$ cat src/rtl/sort_seq_ctrl.sv
// sort_seq_ctrl: bubble-sort sequencer over a 4-entry register file, one compare-swap per clock.
// Define SORT_STATS_EN to add the swap_cnt / cmp_cnt statistics outputs.
module sort_seq_ctrl #(
  parameter int W = 4
) (
  input  logic         clk,
  input  logic         rst,
  input  logic         start,
  input  logic         desc,
  input  logic [W-1:0] x0,
  input  logic [W-1:0] x1,
  input  logic [W-1:0] x2,
  input  logic [W-1:0] x3,
  output logic [W-1:0] s0,
  output logic [W-1:0] s1,
  output logic [W-1:0] s2,
  output logic [W-1:0] s3,
`ifdef SORT_STATS_EN
  output logic [2:0]   swap_cnt,
  output logic [2:0]   cmp_cnt,
`endif
  output logic         busy,
  output logic         done
);

  typedef enum logic [1:0] {IDLE, CMP, FIN} state_t;

  state_t       state, state_nxt;
  logic [W-1:0] r [4];
  logic [1:0]   p, i;
  logic         swapped, mode;
  logic [W-1:0] a, b;
  logic         do_swap, last, pass_swapped, finish;

`ifdef SORT_STATS_EN
  logic [2:0]   swap_acc, cmp_acc;
`endif

  // The pair under test and whether this compare ends the sort.
  always_comb begin
    a            = r[i];
    b            = r[i + 2'd1];
    do_swap      = mode ? (a < b) : (a > b);
    last         = (i == (2'd2 - p));
    pass_swapped = swapped | do_swap;
    finish       = last && ((p == 2'd2) || !pass_swapped);
  end

  always_ff @(posedge clk or posedge rst) begin
    if (rst) state <= IDLE;
    else     state <= state_nxt;
  end

  always_comb begin
    state_nxt = state;
    case (state)
      IDLE:    if (start) state_nxt = CMP;
      CMP:     if (finish) state_nxt = FIN;
      FIN:     state_nxt = IDLE;
      default: state_nxt = IDLE;
    endcase
  end

  always_comb begin
    busy = (state != IDLE);
  end

  always_ff @(posedge clk or posedge rst) begin
    if (rst) begin
      for (int k = 0; k < 4; k++) r[k] <= '0;
      p       <= '0;
      i       <= '0;
      swapped <= 1'b0;
      mode    <= 1'b0;
      s0      <= '0;
      s1      <= '0;
      s2      <= '0;
      s3      <= '0;
      done    <= 1'b0;
    end else begin
      done <= 1'b0;
      case (state)
        IDLE: begin
          if (start) begin
            r[0]    <= x0;
            r[1]    <= x1;
            r[2]    <= x2;
            r[3]    <= x3;
            mode    <= desc;
            p       <= '0;
            i       <= '0;
            swapped <= 1'b0;
          end
        end
        CMP: begin
          if (do_swap) begin
            r[i]        <= b;
            r[i + 2'd1] <= a;
          end
          // Advance within the pass, or open a new pass unless the sort is finished.
          if (!last) begin
            i       <= i + 2'd1;
            swapped <= pass_swapped;
          end else if (!finish) begin
            p       <= p + 2'd1;
            i       <= '0;
            swapped <= 1'b0;
          end
        end
        FIN: begin
          s0   <= r[0];
          s1   <= r[1];
          s2   <= r[2];
          s3   <= r[3];
          done <= 1'b1;
        end
        default: ;
      endcase
    end
  end

`ifdef SORT_STATS_EN
  // Counters run during the sort and are published together with the result.
  always_ff @(posedge clk or posedge rst) begin
    if (rst) begin
      swap_acc <= '0;
      cmp_acc  <= '0;
      swap_cnt <= '0;
      cmp_cnt  <= '0;
    end else begin
      case (state)
        IDLE: begin
          if (start) begin
            swap_acc <= '0;
            cmp_acc  <= '0;
          end
        end
        CMP: begin
          cmp_acc  <= cmp_acc + 3'd1;
          swap_acc <= swap_acc + {2'b00, do_swap};
        end
        FIN: begin
          swap_cnt <= swap_acc;
          cmp_cnt  <= cmp_acc;
        end
        default: ;
      endcase
    end
  end
`endif

endmodule

$ cat config.mk
export PLATFORM = sky130hd
export DESIGN_NAME = sort_seq_ctrl
export DESIGN_NICKNAME = d
export VERILOG_FILES = /design/src/rtl/sort_seq_ctrl.sv
export SDC_FILE = /design/constraint.sdc
export NUM_CORES = 1
export LEC_CHECK = 0
export BUFFER_PORTS_ARGS = -buffer_cell sky130_fd_sc_hd__buf_2
export CAP_MARGIN = 40
export CORE_MARGIN = 4
export CORE_UTILIZATION = 60
export DETAILED_ROUTE_END_ITERATION = 10
export PLACE_DENSITY = 0.84
export SYNTH_ARGS = -nofsm -noshare
export SYNTH_HDL_FRONTEND = slang
export SYNTH_SLANG_ARGS = --single-unit
export TNS_END_PERCENT = 50
$ cat constraint.sdc
create_clock -name clk -period 7.4 [get_ports clk]
set_clock_uncertainty 0.05 [all_clocks]
set_input_delay 0.37 -clock clk [delete_from_list [all_inputs] [get_ports clk]]
set_output_delay 0.37 -clock clk [all_outputs]
set_load 0.02 [all_outputs]
Word level (Yosys, flattened, before mapping)
Index checks and enable logic that the tools add are counted.

cells by class
  $add $sub $neg = 3
  order comparisons = 6
  equality and inequality tests = 10
  muxes and demuxes = 31
  bitwise operators = 3
  reductions and logical operators = 13

operators with widths
  kind                   count
  $bwmux W16             2
  $mux W16               2
  $pmux W16 S2           1
  $mux W4                6
  $bmux W4 S2            2
  $demux W4 S2           2
  $mux W2                7
  $pmux W2 S2            3
  $ne A2 B2 Y1 const B   5
  $ge A3 B3 Y1 const B   2
  $lt A3 B1 Y1 const B   2
  $not A2 Y3             2
  $reduce_and A3 Y1      2
  $mux W1                5
  $add A2 B1 Y2 const B  2
  $eq A2 B2 Y1 const B   2
  $gt A4 B4 Y1           1
  $lt A4 B4 Y1           1
  $reduce_and A2 Y1      2
  $reduce_and A4 Y1      1
  $reduce_bool A2 Y1     2
  $logic_and A1 B1 Y1    3
  $ne A3 B3 Y1 const B   1
  $eq A2 B1 Y1 const B   1
  7 further kinds        7

storage, ports and cells
  register bits after elaboration = 41
  input bits = 20
  output and inout port bits = 18
  logic and storage cells = 80

Logic depth before layout (Yosys ltp)
  depth in word-level cells = 14
  depth in mapped cells = 12
  gate-level depth less buffers = 11

Least setup slack after synthesis
No wires, ideal clock.

  path type = reg-to-reg
  start = register i[0]
  end = register r[0] (netlist name)
  library setup time = 0.125 ns
  data arrival time = 3.274 ns
  data required time = 7.225 ns
  slack = 3.951 ns
  stages on the path, launching flop included = 13
  buffers on the path = 1
  period minus slack after synthesis = 3.449 ns
  cells stage by stage = dfrtp_1 > buf_2 > inv_1 > ha_1 > mux4_2 > inv_1 > ha_1 > nor2b_1 > o211ai_2 > a21oi_1 > a311oi_2 > nor3_2 > mux2_2

on the way
  word-level cells in the longest chain between the ends = 9
  elaborated cells on any way between the ends = 28
  those cells by class = add/sub: 1; order compare: 6; eq/ne: 1; mux: 15; bitwise: 2; reduce/logical: 3

RTL lines
  what                                                                       RTL line  RTL
  start: declaration                                                         30        logic [1:0] p, i;
  start signal: assignment                                                   102       i <= i + 2'd1;
  $add A2 B1 Y2 / $not A2 Y3 (equally long branches)                         n/a
  $not A2 Y3 (not written as such), or another cell as far along             42, 98
  $bmux W4 S2, or another cell as far along                                  42        b = r[i + 2'd1];
  $mux W4 (not written as such), or another cell as far along (2 in series)  42
  $gt A4 B4 Y1, or another cell as far along                                 43        do_swap = mode ? (a < b) : (a > b);
  $mux W1 / $bwmux W16 (equally long branches)                               43, 98
  $ne A2 B2 Y1 (no line) / $mux W16 (equally long branches)                  n/a
  $reduce_and A3 Y1 (no line) / $pmux W16 S2 (equally long branches)         n/a
  end: declaration                                                           29        logic [W-1:0] r [4];

Parallel ways exist; a longest one is shown, timed or not. The select of a mux whose other input is x is not followed.
A chain may end at the register's enable or synchronous reset.

Final worst setup path
  start = register i[0]
  end = register r[5] (netlist name)

Same word-level chain as after synthesis.

==> impl_summary.md <==
Finish
The total of fill cells in the finished design is 290. The number of antenna diodes is 0. The most common cell after layout, fill and taps aside is sky130_fd_sc_hd__dfrtp_1. The layout-stage area growth over the synthesis result is 14.2%.

Of the cells placed in the final design, the portion with a size suffix greater than 1 is 0.383. The library cells used most frequently in the layout, excluding fill and tap cells, are sky130_fd_sc_hd__dfrtp_1 (41), sky130_fd_sc_hd__nor2_1 (38), sky130_fd_sc_hd__buf_2 (37), sky130_fd_sc_hd__mux2_2 (32), sky130_fd_sc_hd__a221oi_1 (16). The combined area of the multi-input logic cells is about 1200 µm². Summing all flip-flop and latch instances after layout gives ~1000 µm².

In the final design database the tool counted 276 nets.

Die
The core box area is 3720 µm². From left edge to right edge, the die measures around 70 µm. The number of top-level pins is 38.

Measured along the y axis, the die boundary spans 70.4 µm. The die covers 4960 µm². The effective utilization at floorplan is 0.629. The floorplan has 22 rows.

Run
Max-cap violations in this run came to 0.

CTS
The number of clock sinks is slightly above 40. The number of clock buffers added by TritonCTS is 5. The clock-pin slew of the registers on the worst-case setup and hold paths is about 80 ps. Hold repair after CTS inserted 0 buffers. No sink is reached through more buffers than the 2 on the longest clock path.

TritonCTS built the clock tree. In this run the number of H-tree levels came out at 2. The clock root buffer master is sky130_fd_sc_hd__clkbuf_8. The number of gates resized after CTS was 0.

For the worst-skew pair, the clock arrives at the later sink with an insertion delay of around 300 ps. Post-CTS timing repair inserted 0 buffers for setup.

Timing
Setup violations remaining at the end of the flow were counted as 0. Setup total negative slack on the finished layout was measured at 0 ps. The max-slew violation count is 0. The highest clock frequency the design can meet is about 260 MHz. The transition time at the pin with the least slew margin is slightly below 800 ps.

The count of endpoints failing hold in the final timing report was 0. The post-route clock period utilization is 0.516. Setup repair after global routing left no endpoint under its margin.

For the finished layout, the period the worst path requires is between 3000 and 4000 ps. The headroom to the max-slew limit is 0.472.

Synth
Of the total synthesized cell area, the portion taken by AND, OR, NAND and NOR gates is 0.132. The number of enable-type register cells in the synthesized netlist is 0. Dividing the synthesized area by the synthesized cell count gives 11.2 µm². The fraction of the mapped netlist area in compound gates is 0.0980.

The cell count after synthesis is about 210. After synthesis the netlist holds a flip-flop and latch count of 41. The share of the Yosys chip area taken by registers is 0.439. For this run, the number of Yosys warnings is 0. Yosys mapped the design onto 27 distinct sky130hd cell types.

By area the synthesized netlist is led by sky130_fd_sc_hd__dfrtp_1 (44%), sky130_fd_sc_hd__mux2_2 (15%), sky130_fd_sc_hd__mux4_2 (7.7%). The cell area that synthesis handed to floorplanning was 2340 µm². The synthesized netlist net count is about 240. The dominant register cell in the synthesized netlist is sky130_fd_sc_hd__dfrtp_1.

The biggest area consumer among synthesized cells is sky130_fd_sc_hd__dfrtp_1. The share of synthesized cell area in full adder, half adder and majority cells is 0.0482. The mux cell area share after synthesis is 0.244.

The share of flip-flops with an asynchronous set or reset after synthesis is 1.00. Of the post-synthesis cell area, the dominant cell type holds 0.439. Of the total synthesized cell area, the portion taken by XOR and XNOR cells is 0.00749. The dominant combinational cell family by area after synthesis is multiplexers.

Place
The congestion estimate from routability-driven global placement came to around 0.94. The count of buffers from port buffering is 37. The HPWL after detailed placement is between 3000 and 4000 µm.

Setup path
Data on the critical path arrives at its endpoint at roughly 4000 ps. The kind of launch point of the worst setup path is a flip-flop. The setup path with the least slack is of type reg2reg. The kind of capture point of the worst setup path is a flip-flop. The highest net fanout along the worst path is 14.

The endpoint required time on the critical path is approximately 7500 ps.

Detailed routing
The routed wire length per instance is 17.8 µm. For this block, the routed nets add up to around 5300 µm of wire. The number of remaining DRC errors is 0. The number of detailed-routing iterations run before antenna repair is 4. After detailed routing, the number of vias per cell comes to just over 6. For this block, the initial DRC count from the detailed router was 172. Once detail routing completed, the nets flagged for antenna violations numbered 0. The detailed router placed between 1500 and 2000 vias in this run.

Global routing
The via count of the first global-routing pass is ~1800. Entering global routing, the biggest net connects 42 pins. The initial antenna violation count is 0. The global route total overflow is 0. For this run, the total global-route usage over all layers was measured as 0.228. The first global-routing pass estimated approximately 8700 µm of wire.

Outcome
The run finished with clean final reports.

Min path
The classification of the worst-slack hold path is in2async.
## Yosys cell counts, types with 2 or more instances
| cell | count |
|---|---|
| sky130_fd_sc_hd__dfrtp_1 | 41 |
| sky130_fd_sc_hd__nor2_1 | 38 |
| sky130_fd_sc_hd__mux2_2 | 32 |
| sky130_fd_sc_hd__a221oi_1 | 16 |
| sky130_fd_sc_hd__inv_1 | 11 |
| sky130_fd_sc_hd__ha_1 | 9 |
| sky130_fd_sc_hd__mux4_2 | 8 |
| sky130_fd_sc_hd__nand2_1 | 7 |
| sky130_fd_sc_hd__nor2b_1 | 7 |
| sky130_fd_sc_hd__clkbuf_1 | 4 |
| sky130_fd_sc_hd__nor3_1 | 4 |
| sky130_fd_sc_hd__nor3_2 | 4 |
| sky130_fd_sc_hd__o21ai_0 | 4 |
| sky130_fd_sc_hd__a21oi_1 | 3 |
| sky130_fd_sc_hd__mux2i_1 | 3 |
| sky130_fd_sc_hd__buf_1 | 2 |
| sky130_fd_sc_hd__buf_2 | 2 |
| sky130_fd_sc_hd__nand3_1 | 2 |
| sky130_fd_sc_hd__or3_1 | 2 |
| sky130_fd_sc_hd__xor2_1 | 2 |
## layer usage
| metal | part of all wire | GRT usage | up-vias |
|---|---|---|---|
| met2 | 0.46 | 0.333 | 82 |
| met3 | 0.082 | 0.0590 | 14 |
| met4 | 0.022 | 0.0915 | 0 |
| met5 | 0 | 0 | - |
| li1 | - | - | 832 |
| met1 | 0.43 | 0.322 | 876 |
## kinds of logic (layout without fill, tap and decap cells)
| logic type | count (synthesis) | after routing |
|---|---|---|
| DFF | 41 | 41 |
| buffers and inverters | 19 | 59 |
| AOI/OAI and AO/OA | 28 | 28 |
| xor gates and xnor gates | 2 | 2 |
| and+or+nand+nor | 66 | 66 |
| adders and majority gates | 9 | 9 |
| muxes | 43 | 43 |
## stage by stage
step | hold slack, ps | worst slack, ps | instance area, µm² | util | std cells
finish | 121 | 3580 | 2670 | 0.718 | 296
detailed placement | 444 | 3590 | 2570 | 0.692 | 288
global route | 181 | 3340 | 2670 | 0.718 | 296
global placement | 435 | 3710 | 2570 | 0.692 | 288
floorplan | 425 | 3950 | 2340 | - | 208
CTS | 141 | 3580 | 2670 | 0.718 | 296
## worst paths after layout
| path | slack, ps | cells after the start | end | startpoint |
|---|---|---|---|---|
| min in group clk | 230 | 3 | mode$_DFFE_PP0P_ | desc |
| worst max-delay path | 3580 | 11 | r[5]$_DFFE_PP0P_ | i[0]$_DFFE_PP0P_ |
| worst min-delay path | 120 | 3 | s2[2]$_DFFE_PP0P_ | rst |
| worst min register to register | 460 | 1 | s1[0]$_DFFE_PP0P_ | s1[0]$_DFFE_PP0P_ |
| max in group asynchronous | 6820 | 3 | state[1]$_DFFE_PP0P_ | rst |
| worst max register to register | 3580 | 11 | r[5]$_DFFE_PP0P_ | i[0]$_DFFE_PP0P_ |
## layout make-up
| cell class | count | share of cell area |
|---|---|---|
| clock buffer | 6 | 0.0309 |
| clock inverter | 2 | 0.00516 |
| inverter | 11 | 0.0155 |
| multi-input combinational | 148 | 0.464 |
| sequential | 41 | 0.384 |
| tap | 48 | 0.0225 |
| timing repair buffer | 40 | 0.0778 |
## worst max-delay path, stage by stage (launching register included)
cell and delay (ps):
sky130_fd_sc_hd__dfrtp_1 670, sky130_fd_sc_hd__inv_1 130, sky130_fd_sc_hd__ha_1 450, sky130_fd_sc_hd__mux4_2 600, sky130_fd_sc_hd__inv_1 90, sky130_fd_sc_hd__ha_1 230, sky130_fd_sc_hd__nor2b_1 150, sky130_fd_sc_hd__o211ai_2 190
sky130_fd_sc_hd__a21oi_1 150, sky130_fd_sc_hd__a311oi_2 500, sky130_fd_sc_hd__nor3_2 180, sky130_fd_sc_hd__mux2_2 310
## flip-flops by register name, indices dropped and copies added, names as in the netlist
name / flops
r: 16
s0: 4
s1: 4
s2: 4
s3: 4
i: 2
p: 2
state: 2
done: 1
mode: 1
swapped: 1
Power is not shown: default switching activity piles up to over one toggle a cycle in this logic, so the estimate is an artifact.
